<file path="src/rtl/continuous_monitoring_system_pkg.sv">
// Shared types and constants for the continuous-monitoring system blocks.
package continuous_monitoring_system_pkg;

   localparam int AXI_DATA_WIDTH            = 32;
   localparam int CMS_ARB_MAX_SOURCES       = 8;
   localparam int CMS_ARB_BURST_LIMIT_WIDTH = 16;

   typedef enum logic {ARB_IDLE, ARB_LOCKED} arb_state_t;

endpackage

</file>
<file path="src/rtl/cms_stream_arbiter_picker.sv">
// Combinational round-robin picker: first requester at or after last+1, wrapping.
module round_robin_picker #(
   parameter  int N  = 2,
   localparam int IW = $clog2(N)
) (
   input  logic [N-1:0]  request,
   input  logic [IW-1:0] last,
   output logic          found,
   output logic [IW-1:0] index
);

   logic [IW-1:0] cand;

   // NOTE: every always_comb output gets a default first, so no path leaves it unassigned and no latch is inferred.
   always_comb begin
      found = 1'b0;
      index = '0;
      cand  = '0;
      // Walk from the farthest position back to the nearest so the nearest hit wins.
      for (int k = N; k >= 1; k--) begin
         cand = IW'((int'(last) + k) % N);
         if (request[cand]) begin
            found = 1'b1;
            index = cand;
         end
      end
   end

endmodule

</file>
<file path="src/rtl/cms_stream_arbiter.sv">
// Round-robin, packet-locked merge of per-core monitor trace streams onto one
// AXI-Stream DMA port; every output beat carries its source index in m_axis_tid.
module cms_stream_arbiter
   import continuous_monitoring_system_pkg::*;
#(
   parameter int NUM_SOURCES  = 2,
   parameter int DATA_WIDTH   = AXI_DATA_WIDTH,
   parameter int SRC_ID_WIDTH = $clog2(NUM_SOURCES)
) (
   input  logic                                 clk,
   input  logic                                 rst_n,
   input  logic [NUM_SOURCES-1:0]               s_axis_tvalid,
   output logic [NUM_SOURCES-1:0]               s_axis_tready,
   input  logic [DATA_WIDTH-1:0]                s_axis_tdata [NUM_SOURCES],
   input  logic [NUM_SOURCES-1:0]               s_axis_tlast,
   output logic                                 m_axis_tvalid,
   input  logic                                 m_axis_tready,
   output logic [DATA_WIDTH-1:0]                m_axis_tdata,
   output logic                                 m_axis_tlast,
   output logic [SRC_ID_WIDTH-1:0]              m_axis_tid,
   input  logic [NUM_SOURCES-1:0]               src_enable,
   input  logic [CMS_ARB_BURST_LIMIT_WIDTH-1:0] burst_limit,
   output logic [SRC_ID_WIDTH-1:0]              active_src,
   output logic                                 locked,
   output logic [31:0]                          switch_count
);

   localparam int GW = $clog2(NUM_SOURCES);
   localparam int BW = CMS_ARB_BURST_LIMIT_WIDTH;

   if (NUM_SOURCES < 2 || NUM_SOURCES > CMS_ARB_MAX_SOURCES) begin : g_bad_num_sources
      $error("cms_stream_arbiter: NUM_SOURCES must be in 2..%0d", CMS_ARB_MAX_SOURCES);
   end

   arb_state_t              state_q;
   logic [GW-1:0]           grant_q;   // granted source while locked, previous grant while idle
   logic [SRC_ID_WIDTH-1:0] active_src_q;
   logic [BW-1:0]           beat_cnt_q;
   logic [BW-1:0]           beat_cnt_d;
   logic [BW-1:0]           limit_q;
   logic [31:0]             switch_count_q;
   logic                    m_tvalid_q;
   logic                    m_tlast_q;
   logic [DATA_WIDTH-1:0]   m_tdata_q;
   logic [SRC_ID_WIDTH-1:0] m_tid_q;

   logic                    pick_found;
   logic [GW-1:0]           pick_index;
   logic                    out_free;
   logic                    accept;
   logic                    release_grant;

   round_robin_picker #(.N(NUM_SOURCES)) u_picker (
      .request (s_axis_tvalid & src_enable),
      .last    (grant_q),
      .found   (pick_found),
      .index   (pick_index)
   );

   // The output register can take a beat when empty or being drained this cycle.
   assign out_free      = ~m_tvalid_q | m_axis_tready;
   assign accept        = (state_q == ARB_LOCKED) & s_axis_tvalid[grant_q] & out_free;
   assign beat_cnt_d    = beat_cnt_q + BW'(1);
   assign release_grant = s_axis_tlast[grant_q] | ((limit_q != '0) & (beat_cnt_d == limit_q));

   always_comb begin
      s_axis_tready = '0;
      if (state_q == ARB_LOCKED) s_axis_tready[grant_q] = out_free;
   end

   // NOTE: sequential state uses non-blocking assignments so every register samples pre-edge values.
   always_ff @(posedge clk or negedge rst_n) begin
      if (!rst_n) begin
         state_q        <= ARB_IDLE;
         grant_q        <= GW'(NUM_SOURCES - 1);
         active_src_q   <= '0;
         beat_cnt_q     <= '0;
         limit_q        <= '0;
         switch_count_q <= '0;
         m_tvalid_q     <= 1'b0;
         m_tlast_q      <= 1'b0;
         // NOTE: the output data register is reset too, so a beat caught mid-flight is dropped rather than replayed.
         m_tdata_q      <= '0;
         m_tid_q        <= '0;
      end else begin
         if (state_q == ARB_IDLE) begin
            if (pick_found) begin
               state_q        <= ARB_LOCKED;
               grant_q        <= pick_index;
               active_src_q   <= SRC_ID_WIDTH'(pick_index);
               beat_cnt_q     <= '0;
               limit_q        <= burst_limit;
               switch_count_q <= switch_count_q + 32'd1;
            end
         end else if (accept) begin
            beat_cnt_q <= beat_cnt_d;
            if (release_grant) state_q <= ARB_IDLE;
         end

         if (accept) begin
            m_tvalid_q <= 1'b1;
            m_tdata_q  <= s_axis_tdata[grant_q];
            m_tlast_q  <= s_axis_tlast[grant_q];
            m_tid_q    <= SRC_ID_WIDTH'(grant_q);
         end else if (m_axis_tready) begin
            m_tvalid_q <= 1'b0;
         end
      end
   end

   assign m_axis_tvalid = m_tvalid_q;
   assign m_axis_tdata  = m_tdata_q;
   assign m_axis_tlast  = m_tlast_q;
   assign m_axis_tid    = m_tid_q;
   assign active_src    = active_src_q;
   assign locked        = (state_q == ARB_LOCKED);
   assign switch_count  = switch_count_q;

endmodule

</file>
<file path="config.mk">
export PLATFORM = sky130hd
export DESIGN_NAME = cms_stream_arbiter
export DESIGN_NICKNAME = d
export VERILOG_FILES = /design/src/rtl/continuous_monitoring_system_pkg.sv /design/src/rtl/cms_stream_arbiter_picker.sv /design/src/rtl/cms_stream_arbiter.sv
export SDC_FILE = /design/constraint.sdc
export NUM_CORES = 1
export LEC_CHECK = 0
export CORE_AREA = 2 2 109 111
export DETAILED_ROUTE_END_ITERATION = 6
export DIE_AREA = 0 0 111 113
export GPL_TIMING_DRIVEN = 0
export PLACE_DENSITY = 0.79
export SYNTH_ARGS = -nofsm -noshare
export SYNTH_HDL_FRONTEND = slang
export SYNTH_SLANG_ARGS = --single-unit
</file>
<file path="constraint.sdc">
create_clock -name clk -period 2.3 [get_ports clk]
set_input_delay 0.345 -clock clk [delete_from_list [all_inputs] [get_ports clk]]
set_output_delay 0.345 -clock clk [all_outputs]
set_load 0.02 [all_outputs]
</file>
# Word-level counts from Yosys, hierarchy flattened
# Index checks and enable logic that the tools add are counted.
# totals
regBits	102
out_inout_bits	71
wordCells	64
# op_classes
n_addsub	4
n_lt_le_gt_ge	5
n_eq_ne	2
n_mux	27
n_bitwise	10
reduce_logical	6
# ops
operator	count
$mux 32	3
$mux 16	3
$add 32x1->32 const B	1
$mux 1	19
$add 16x1->16 const B	1
$eq 16x16->1	1
$reduce_bool 16->1	1
$lt 1x2->1 const B	3
$and 2x2->2	2
$reduce_and 2->1	2
$reduce_bool 2->1	2
$and 1x1->1	3
$add 1x1->1 const B	2
$ge 2x2->1 const B	1
$mux 2	1
$ne 2x1->1 const B	1
$not 1->1	2
$not 1->2	1
$or 1x1->1	2
$demux 1 s1	1
$ge 1x1->1 const B	1
$logic_and 1x1->1	1

# Longest topological paths before layout
# Gate-level depths: netlist (run 1).
# depth
depth_word	7
depth_mapped	8
depth_no_buf	7

# Cells and area by module
# A second synthesis (run 1) with hierarchy kept.
# unflattened
cells_unflattened	526
area_unflattened_um2	5077.4
# by_module_without_submodules
mod	instances	cells_each	area_each_um2
cms_stream_arbiter	1	524	5063.6
round_robin_picker	1	2	13.8

# Worst setup path after synthesis (run 1)
# No wires, ideal clock.
# synth_path
path_type	register to register
from	reg beat_cnt_q[0]
to	reg state_q (netlist: locked)
t_arrival_ns	1.825
path_slack_ns	0.333
path_stages_with_launch	8
n_path_buf	1
path_cell_list	dfrtp_1 -> ha_1 -> and3_1 -> clkbuf_1 -> nand4_2 -> o32a_1 -> a211oi_1 -> a41oi_1
# synth_between
elab_chain_cells	7
# synth_lines
element	line_no	rtl
start: declaration	cms_stream_arbiter.sv:38	logic [BW-1:0] beat_cnt_q;
start signal: assignment	cms_stream_arbiter.sv:96	beat_cnt_q <= beat_cnt_d;
$add 16x1->16	cms_stream_arbiter.sv:63	assign beat_cnt_d = beat_cnt_q + BW'(1);
$eq 16x16->1	cms_stream_arbiter.sv:64	assign release_grant = s_axis_tlast[grant_q] | ((limit_q != '0) & (beat_cnt_d == limit_q));
$and 1x1->1	cms_stream_arbiter.sv:64	
$or 1x1->1	cms_stream_arbiter.sv:64	
$mux 1	cms_stream_arbiter.sv:97	if (release_grant) state_q <= ARB_IDLE;
$mux 1	cms_stream_arbiter.sv:95	end else if (accept) begin
$mux 1	cms_stream_arbiter.sv:86	if (state_q == ARB_IDLE) begin
end signal: assignment	cms_stream_arbiter.sv:74	state_q <= ARB_IDLE;
end signal: assignment	cms_stream_arbiter.sv:88	state_q <= ARB_LOCKED;
end signal: assignment	cms_stream_arbiter.sv:97	
end: declaration	cms_stream_arbiter.sv:35	arb_state_t state_q;
# No other way between the ends.
# A chain may end at the register's enable or synchronous reset.

# Worst setup path in the final report (run 1)
# Ends and elaborated chain as after synthesis.

==> results.py, run 1 <==
metrics = {
    "setup_path": {
        "end_kind": "flop",
        "start_kind": "flop",
        "cp_max_fo": 7,
        "worst_ep_arrival_time_ps": 2420,
        "path_class": "reg2reg",
        "crit_chain": "ha_1, and3_1, nand4_4, o32a_1, a211oi_1, a41oi_1",
        "cpPeakStageDelay_ps": 480,
        "cpMaxStageDelayCell": "dfrtp_1",
        "required_ps": 2490,
    },
    "yosys": {
        "netlist_area_sq_um": 5010,
        "synth_edf_count": 0,
        "ys_ff_latch": 102,
        "avgSynthCellArea_sq_um": 9.59,
        "dominantRegCellSynth": "dfrtp_1",
        "seq_area_frac_synth_pct": 51.0,
        "synth_top_area_share_pct": 50.5,
        "yosys_warnings": 0,
        "synth_area_leaders": "dfrtp_1 (50%), nand2_1 (8.9%), mux2i_1 (6.6%), xnor2_1 (5.8%), o21ai_0 (5.1%)",
        "synthCells": 522,
        "synth_fp_nets": 613,
        "yosys.area.top_type": "dfrtp_1",
        "async_flop_share_pct": 100,
        "yosys.cell_types.count": 46,
    },
    "grt": {
        "grt_pass1_vias": 4436,
        "grt_overflow": 0,
        "grt_pass1_wl_microns": 21800,
        "grt_max_degree": 63,
        "grt_usage_pct": 21.4,
        "antenna_found_initial": 0,
    },
    "clocking": {
        "clk_latency_ps": 350,
        "clock_tree.buffer_depth": 2,
        "htreeDepth": 3,
        "cts_root_buffer": "clkbuf_16",
        "cts.sinks": 102,
        "cts_buffers": 9,
        "path_clk_slew_ps": 70,
        "cts_tree": "yes",
    },
    "place": {
        "pre_cts_slack_ps": -371,
        "io_buffers": 159,
        "dp_hpwl_microns": 10100,
        "placed_cells": 825,
        "gp_congestion": 0.891,
    },
    "detailed_routing": {
        "drt_first_pass_iters": 4,
        "viasPerCell": 5.23,
        "via_count": 4413,
        "drt_iter0_markers": 236,
        "wl_per_cell_microns": 15.9,
        "drc": 0,
        "wirelength_microns": 13400,
        "final_antenna_net_count": 0,
    },
    "pwr": {
        "leakage_nw": 3.13,
        "ir_drop_v": 0.000732,
        "p_per_area_nw_per_um2": 1060,
    },
    "timing": {
        "maxSlewViolCount": 0,
        "setup_ws_ps": 65.8,
        "fmax_mhz": 448,
        "slew-limit-headroom_pct": 49.5,
        "final.min_clock_period_ps": 2230,
        "finalCritPeriodShare_pct": 97.1,
        "final-setup-viol-count": 0,
        "fin_skew_ps": 11.1,
        "tightest_slew_ps": 757,
        "finalHoldViolCount": 0,
        "rsz0062_at_grt": "true",
    },
    "cells_and_area": {
        "final_cell_mix": "clkdlybuf4s50_1 (156), nand2_1 (117), dfrtp_1 (101)",
        "mostFrequentLayoutCell": "clkdlybuf4s50_1",
        "fillers": 951,
        "layoutNonFillerInstCount": 843,
        "nNetsFinal": 786,
        "n_antenna_cell": 0,
        "area_growth_pct": 43.1,
        "drive_gt1_share_pct": 6.57,
    },
    "floorplan": {
        "die_area_sq_um": 12500,
        "die_w_microns": 111,
        "die_h_microns": 113,
        "coreArea_sq_um": 11300,
        "fp-row-count": 39,
        "ios": 160,
        "start_util_pct": 44.4,
    },
    "outcome": {
        "status": "completed",
    },
    "job": {
        "drv_cap": 0,
    },
    "hold_path": {
        "hp-class": "reg2reg",
    },
}
==> repair_timing <==
action / 4_1_cts / 5_1_grt
resized for setup: 11 / 9
pin swaps: 0 / 4
hold buffers: 1 / 0
setup endpoints to repair: 9 / 15
endpoints found under the hold margin: 7 / 0
buffers inserted: 0 / 3
==> cell usage after synthesis (all sizes together) (3+ instances only) <==
| cell type | instances |
|---|---|
| nand2 | 119 |
| dfrtp | 101 |
| o21ai | 51 |
| mux2i | 33 |
| xnor2 | 33 |
| nor2 | 27 |
| nand3 | 20 |
| xor2 | 19 |
| clkbuf | 18 |
| nand4 | 15 |
| buf | 12 |
| a21oi | 10 |
| and3 | 9 |
| nor3 | 7 |
| o31ai | 7 |
| nor4 | 5 |
| and4 | 4 |
| inv | 4 |
| a21o | 3 |
| mux2 | 3 |
==> registers in the layout, indices dropped and copies added (netlist names) <==
| register | flops |
|---|---|
| m_axis_tdata | 32 |
| switch_count | 32 |
| beat_cnt_q | 16 |
| limit_q | 16 |
| active_src | 1 |
| grant_q | 1 |
| locked | 1 |
| m_axis_tid | 1 |
| m_axis_tlast | 1 |
| m_axis_tvalid | 1 |
==> stage by stage <==
stage	hold slack [ps]	power, mW	util (%)	area [sq um]	TNS (ps)
6_report	474	7.61	63.5	7160	0
5_1_grt	519	8.09	63.5	7160	-29.8
4_1_cts	479	7.61	63.2	7120	0
3_5_place_dp	367	6.10	60.3	6800	-3090
3_3_place_gp	459	5.97	60.1	6780	-286220
2_1_floorplan	49.4	4.61	-	5010	0
==> critical path, delay by kind of cell, from the launching register on <==
family	cells	cell delay (ps)
AO/OA/AOI/OAI	3	760
adder cells (fa/ha/maj)	1	290
flip-flops	1	480
AND/OR/NAND/NOR	2	560
==> layer usage <==
| metal | GRT usage (%) | wire (microns) |
|---|---|---|
| met1 | 28.0 | 5970 |
| met2 | 37.0 | 6540 |
| met3 | 3.59 | 650 |
| met4 | 6.50 | 220 |
| met5 | 0 | 0 |
==> layout make-up <==
cell class	count	area [sq um]	share of cell area (%)
Buffer	28	125	1.75
Clock buffer	9	225	3.14
Clock inverter	7	67.6	0.943
Inverter	4	15.0	0.210
Multi-Input combinational cell	386	2350	32.8
Sequential cell	102	2550	35.7
Tap cell	143	179	2.50
Timing Repair Buffer	164	1650	23.0
==> cells by family (layout without fill, tap and decap cells) <==
family                   count (synthesis)  count (layout)  share of synthesized area (%)
adder cells (fa/ha/maj)                  2               2                          0.500
multiplexers                            36              36                           7.27
flip-flops                             102             102                           51.0
AND/OR/NAND/NOR                        212             212                           19.6
buffers and inverters                   34             212                           2.75
AO/OA/AOI/OAI                           84              84                           9.77
XOR/XNOR                                52              52                           9.10
==> power by group <==
group / internal (mW) / switching, mW
clock network: 0.761 / 0.738
registers: 2.33 / 0.446
logic: 1.52 / 1.82
total: 4.61 / 3.00
==> final timing paths <==
check | start | endpoint | depth (start not counted) | slack (ps)
setup / recovery | beat_cnt_q[0] | locked | 6 | 70
hold / removal | m_axis_tid | m_axis_tid | 2 | 470
setup reg to reg | beat_cnt_q[0] | locked | 6 | 70
hold reg to reg | m_axis_tid | m_axis_tid | 2 | 470
max in group asynchronous | rst_n | grant_q | 3 | 1010
min in group asynchronous | rst_n | m_axis_tdata[22] | 2 | 570
Power figures use the tool's default switching activity.
==> run 2: changes to the inputs <==
Settings changed: CTS_CLUSTER_DIAMETER set to 120, MAX_ROUTING_LAYER set to met4.
Clock period 2.3 ns to 2.6 ns, I/O delays scaled along.
==> run 2 against run 1 <==
Non-clock buffer count shrank 3. Power is 12% lower. Combinational power decreased by 13%. Worst setup slack gained 81 ps. Highest routed layer unchanged.
==> results.py, run 2 (synthesis results as in run 1) <==
metrics = {
    "clocking": {
        "clock_tree.buffer_depth": 2,
        "clk_latency_ps": 340,
        "holdBufCountCts": 0,
        "cts_buffers": 9,
        "cts_root_buffer": "clkbuf_16",
        "htreeDepth": 3,
        "cts_tree": "yes",
        "cts.sinks": 102,
        "path_clk_slew_ps": 80,
    },
    "cells_and_area": {
        "layoutNonFillerInstCount": 840,
        "final_cell_mix": "clkdlybuf4s50_1 (158), nand2_1 (119), dfrtp_1 (101)",
        "drive_gt1_share_pct": 5.31,
        "nNetsFinal": 783,
        "n_antenna_cell": 0,
        "mostFrequentLayoutCell": "clkdlybuf4s50_1",
        "area_growth_pct": 41.8,
        "design_area_sq_um": 7100,
        "fillers": 949,
    },
    "timing": {
        "maxSlewViolCount": 0,
        "final.min_clock_period_ps": 2450,
        "final-setup-viol-count": 0,
        "setup_ws_ps": 147,
        "fmax_mhz": 408,
        "tightest_slew_ps": 757,
        "finalCritPeriodShare_pct": 94.4,
        "slew-limit-headroom_pct": 49.6,
        "fin_skew_ps": 8.32,
        "rsz0062_at_grt": "false",
        "finalHoldViolCount": 0,
    },
    "pwr": {
        "leakage_nw": 3.08,
        "ir_drop_v": 0.000575,
        "p_per_area_nw_per_um2": 941,
    },
    "setup_path": {
        "worst_ep_arrival_time_ps": 2060,
        "start_kind": "flop",
        "cp_max_fo": 19,
        "end_kind": "output port",
        "critPathLaunch": "grant_q",
        "r2r_start": "grant_q",
        "path_class": "reg2out",
        "required_ps": 2210,
    },
    "detailed_routing": {
        "wirelength_microns": 13200,
        "final_antenna_net_count": 0,
        "routed.top_layer": "met4",
        "viasPerCell": 5.28,
        "drc": 0,
        "met2WireLength_microns": 6450,
        "drt_first_pass_iters": 4,
        "route.met3.wl_microns": 742,
        "via_count": 4431,
        "met1_length_microns": 5750,
        "drt_iter0_markers": 278,
        "wl_per_cell_microns": 15.7,
    },
    "floorplan": {
        "ios": 160,
        "die_h_microns": 113,
        "coreArea_sq_um": 11300,
        "fp-row-count": 39,
        "die_w_microns": 111,
        "start_util_pct": 44.4,
        "die_area_sq_um": 12500,
    },
    "grt": {
        "antenna_found_initial": 0,
        "grt_pass1_wl_microns": 21700,
        "grt_max_degree": 63,
        "grt_overflow": 0,
        "grt_pass1_vias": 4468,
        "grt_usage_pct": 21.9,
    },
    "place": {
        "gp_congestion": 0.913,
        "io_buffers": 159,
        "dp_hpwl_microns": 10100,
        "placed_cells": 825,
        "dpl_cell_area_sq_um": 6800,
        "pre_cts_slack_ps": -117,
    },
    "outcome": {
        "status": "completed",
    },
    "job": {
        "drv_cap": 0,
    },
    "hold_path": {
        "hp-class": "in2async",
    },
}
==> run 2: path summary, 6_finish.rpt <==
path | end | slack [ps] | depth (start not counted)
min in group clk | m_axis_tid | 480 | 2
max reg2reg | beat_cnt_q[3] | 220 | 8
min | m_axis_tdata[22] | 20 | 1
max | s_axis_tready[1] | 150 | 4
max in group asynchronous | grant_q | 1860 | 2
min reg2reg | m_axis_tid | 480 | 2
==> run 2: layout make-up <==
cell class | instances | area, sq um | area share [%]
multi-input combinational | 386 | 2310 | 32.6
clock buffer | 9 | 225 | 3.17
inverter | 4 | 15.0 | 0.212
buffer | 29 | 125 | 1.76
timing repair buffer | 160 | 1620 | 22.8
sequential | 102 | 2550 | 36.0
tap | 143 | 179 | 2.52
clock inverter | 7 | 67.6 | 0.952
==> run 2: per-layer routing <==
metal	GRT usage (%)	up-vias
met5	-	-
met2	36.1	142
met3	3.54	20
met4	7.67	0
met1	27.6	2127
li1	-	2142
==> run 2: power breakdown <==
group          internal, mW  switching, mW  total [mW]
sequential             2.06          0.391        2.45
combinational          1.32           1.60        2.92
clock                 0.673          0.634        1.31
total                  4.05           2.62        6.68
==> run 2: critical path, stage by stage, from the launching register on <==
cell and delay (ps):
dfstp_2 520, buf_2 150, buf_6 230, and3_1 190, clkdlybuf4s50_1 640
==> run 2: repair_timing <==
item / 4_1_cts / 5_1_grt
gates resized for setup: 1 / 1
buffers inserted: 0 / 0
endpoints found under the setup margin: 2 / 1
==> run 2: per-stage QoR <==
stage	hold slack [ps]	setup TNS (ps)	total power, mW	utilization (%)
after detailed placement	410	-117	5.40	60.3
after global routing	50.5	0	7.08	63.0
final	18.9	0	6.68	63.0
after CTS	34.5	0	6.71	62.9
after floorplan	94.4	0	4.08	-
after global placement	459	-259590	5.29	60.1
==> run 3: changes to the inputs <==
Settings changed: ABC_AREA set to 1, CORE_AREA 2 2 109 111 to 2 2 111 113, DIE_AREA 0 0 111 113 to 0 0 113 115.
==> run 3 against run 2 <==
First-iteration DRC count grew 28%. Critical path type unchanged. Synthesized area is 4.8% higher. Largest cell class unchanged. Power rose by 9.3%. Count of clock-buffer cells in the layout rose by 2. The flow now finishes with violations (DRC).
==> results.py, run 3 <==
metrics = {
    "setup_path": {
        "cp_num_buf_inv": 3,
        "required_ps": 2210,
        "crit_chain": "inv_1, buf_2, nor2_1, clkdlybuf4s50_1",
        "r2r_end": "locked",
        "cpMaxStageDelayCell": "dfstp_2",
        "end_kind": "output port",
        "regToRegSetupSlack_ps": 500,
        "worstRegToRegCells": 14,
        "cpPeakStageDelay_ps": 640,
        "start_kind": "flop",
        "path_delay_family": "buffers and inverters",
        "r2r_start": "beat_cnt_q[0]",
        "path_class": "reg2out",
        "worst_ep_arrival_time_ps": 2060,
        "cp_max_fo": 19,
    },
    "yosys": {
        "yosys.cell_types.count": 36,
        "synth_area_leaders": "dfrtp_1 (48%), nand2_1 (12%), nor2_1 (7.5%), o31ai_1 (4.6%), inv_1 (4.1%)",
        "synth_top_area_share_pct": 48.2,
        "dominantRegCellSynth": "dfrtp_1",
        "synth_edf_count": 0,
        "synth_fp_nets": 738,
        "synth_most_common_cell": "nand2_1",
        "async_flop_share_pct": 100,
        "netlist_area_sq_um": 5250,
        "ys_ff_latch": 102,
        "avgSynthCellArea_sq_um": 8.11,
        "yosys-top-cells-count": "nand2_1 (170), nor2_1 (105), dfrtp_1 (101)",
        "synthCells": 647,
        "seq_area_frac_synth_pct": 48.7,
        "yosys_warnings": 0,
        "yosys.area.top_type": "dfrtp_1",
    },
    "clocking": {
        "post_cts_buffers": 0,
        "path_clk_slew_ps": 70,
        "ctsResizeCount": 0,
        "holdBufCountCts": 0,
        "cts_tree": "yes",
        "cts_buffers": 9,
        "cts.sinks": 102,
        "clk_latency_ps": 350,
        "htreeDepth": 3,
        "clock_tree.buffer_depth": 2,
        "cts_root_buffer": "clkbuf_16",
    },
    "floorplan": {
        "die_h_microns": 115,
        "die_area_sq_um": 13000,
        "fp-row-count": 40,
        "ios": 160,
        "start_util_pct": 44.4,
        "die_w_microns": 113,
        "coreArea_sq_um": 11800,
    },
    "timing": {
        "maxSlewViolCount": 0,
        "fmax_mhz": 409,
        "final-setup-viol-count": 0,
        "slew-limit-headroom_pct": 56.3,
        "finalCritPeriodShare_pct": 94.1,
        "tightest_slew_ps": 655,
        "finalHoldViolCount": 0,
        "fin_skew_ps": 8.05,
        "hold_ws_ps": 71.6,
        "final.min_clock_period_ps": 2450,
        "rsz0062_at_grt": "false",
    },
    "cells_and_area": {
        "mostFrequentLayoutCell": "nand2_1",
        "final_cell_mix": "nand2_1 (170), clkdlybuf4s50_1 (158), nor2_1 (105)",
        "final_util_pct": 62.2,
        "area_growth_pct": 40.0,
        "layoutNonFillerInstCount": 968,
        "fillers": 1020,
        "nNetsFinal": 907,
        "n_antenna_cell": 0,
        "drive_gt1_share_pct": 5.36,
        "design_area_sq_um": 7350,
    },
    "job": {
        "drv_cap": 0,
    },
    "detailed_routing": {
        "wl_per_cell_microns": 15.0,
        "drt_iter0_markers": 355,
        "viasPerCell": 5.22,
        "drc": 3,
        "drt_first_pass_iters": 6,
        "final_antenna_net_count": 0,
        "via_count": 5049,
        "wirelength_microns": 14500,
    },
    "pwr": {
        "power_mw": 7.30,
        "leakage_nw": 3.31,
        "ir_drop_v": 0.000532,
        "p_per_area_nw_per_um2": 993,
    },
    "hold_path": {
        "hp-class": "in2async",
    },
    "place": {
        "dpl_cell_area_sq_um": 7050,
        "gp_congestion": 0.937,
        "dp_hpwl_microns": 11100,
        "placed_cells": 954,
        "io_buffers": 159,
    },
    "outcome": {
        "violations": "DRC",
        "status": "complete, but fails checks",
    },
    "grt": {
        "antenna_found_initial": 0,
        "grt_overflow": 0,
        "grt_usage_pct": 24.0,
        "grt_pass1_wl_microns": 24200,
        "grt_max_degree": 55,
        "grt_pass1_vias": 5106,
    },
}
==> run 3: changes by cell type after synthesis, moves of 4 or more <==
cell and change:
mux2i_1 -33, xnor2_1 -20, and3_1 -9, inv_1 +54, a21oi_1 -9, nand3_1 +12, nor2_1 +80, nand2_1 +51
o22ai_1 +7, nor2_4 +5, o21ai_0 -23, and4_1 -4, o31ai_1 +25
==> run 3: worst max-delay path by stage <==
stage / end / from / slack, ps / cells past startpoint
4_1_cts: s_axis_tready[1] / grant_q / 150 / 4
5_1_grt: s_axis_tready[1] / grant_q / 80 / 4
3_5_place_dp: s_axis_tready[1] / grant_q / 40 / 6
2_1_floorplan: switch_count[26] / switch_count[0] / 660 / 11
6_report: s_axis_tready[1] / grant_q / 150 / 4
3_3_place_gp: switch_count[16] / rst_n / -2730 / 1
==> run 3: logic make-up (layout without fill, tap and decap cells) <==
family | count (synthesis) | in the layout | synth area share [%]
AO/OA/AOI/OAI | 73 | 73 | 8.97
XOR/XNOR | 36 | 36 | 6.56
adder cells (fa/ha/maj) | 2 | 2 | 0.477
buffers and inverters | 82 | 256 | 6.01
flip-flops | 102 | 102 | 48.7
AND/OR/NAND/NOR | 352 | 352 | 29.3
==> run 3: final cells by class <==
class | instances | area, sq um | area share (%)
clock inverters | 5 | 63.8 | 0.869
flip-flops and latches | 102 | 2550 | 34.8
well taps | 147 | 184 | 2.50
multi-input cells | 463 | 2380 | 32.4
plain buffers | 20 | 82.6 | 1.12
repair buffers | 160 | 1620 | 22.0
clock buffers | 11 | 243 | 3.30
inverters | 60 | 225 | 3.07
==> run 3: metal layers <==
layer	GRT usage (%)	share of wire, %	up-vias
met3	5.27	5.1	35
met2	40.6	50	153
met5	-	0	-
met4	8.78	2.6	0
li1	-	-	2431
met1	28.4	42	2430
==> run 3: where the power goes <==
part | internal [mW] | switching (mW)
clock network | 0.782 | 0.612
registers | 2.15 | 0.434
logic | 1.39 | 1.94
==> run 3: stage by stage <==
step,TNS [ps],setup slack (ps)
after floorplan,0,661
after global placement,-275960,-2730
after detailed placement,0,44.8
after CTS,0,147
after global routing,0,83.4
final,0,155
==> run 3: worst register-to-register path, stage by stage (launching register included) <==
cell	delay, ps
dfrtp_1	410
ha_1	240
nand2_1	110
nor2_2	270
nand3_1	120
nand2_1	100
nand2_1	80
nand2_1	80
nand2_1	50
nor2_1	110
nand2_1	60
nor2_1	100
nand3_1	120
nand2_1	90
nand2_1	50
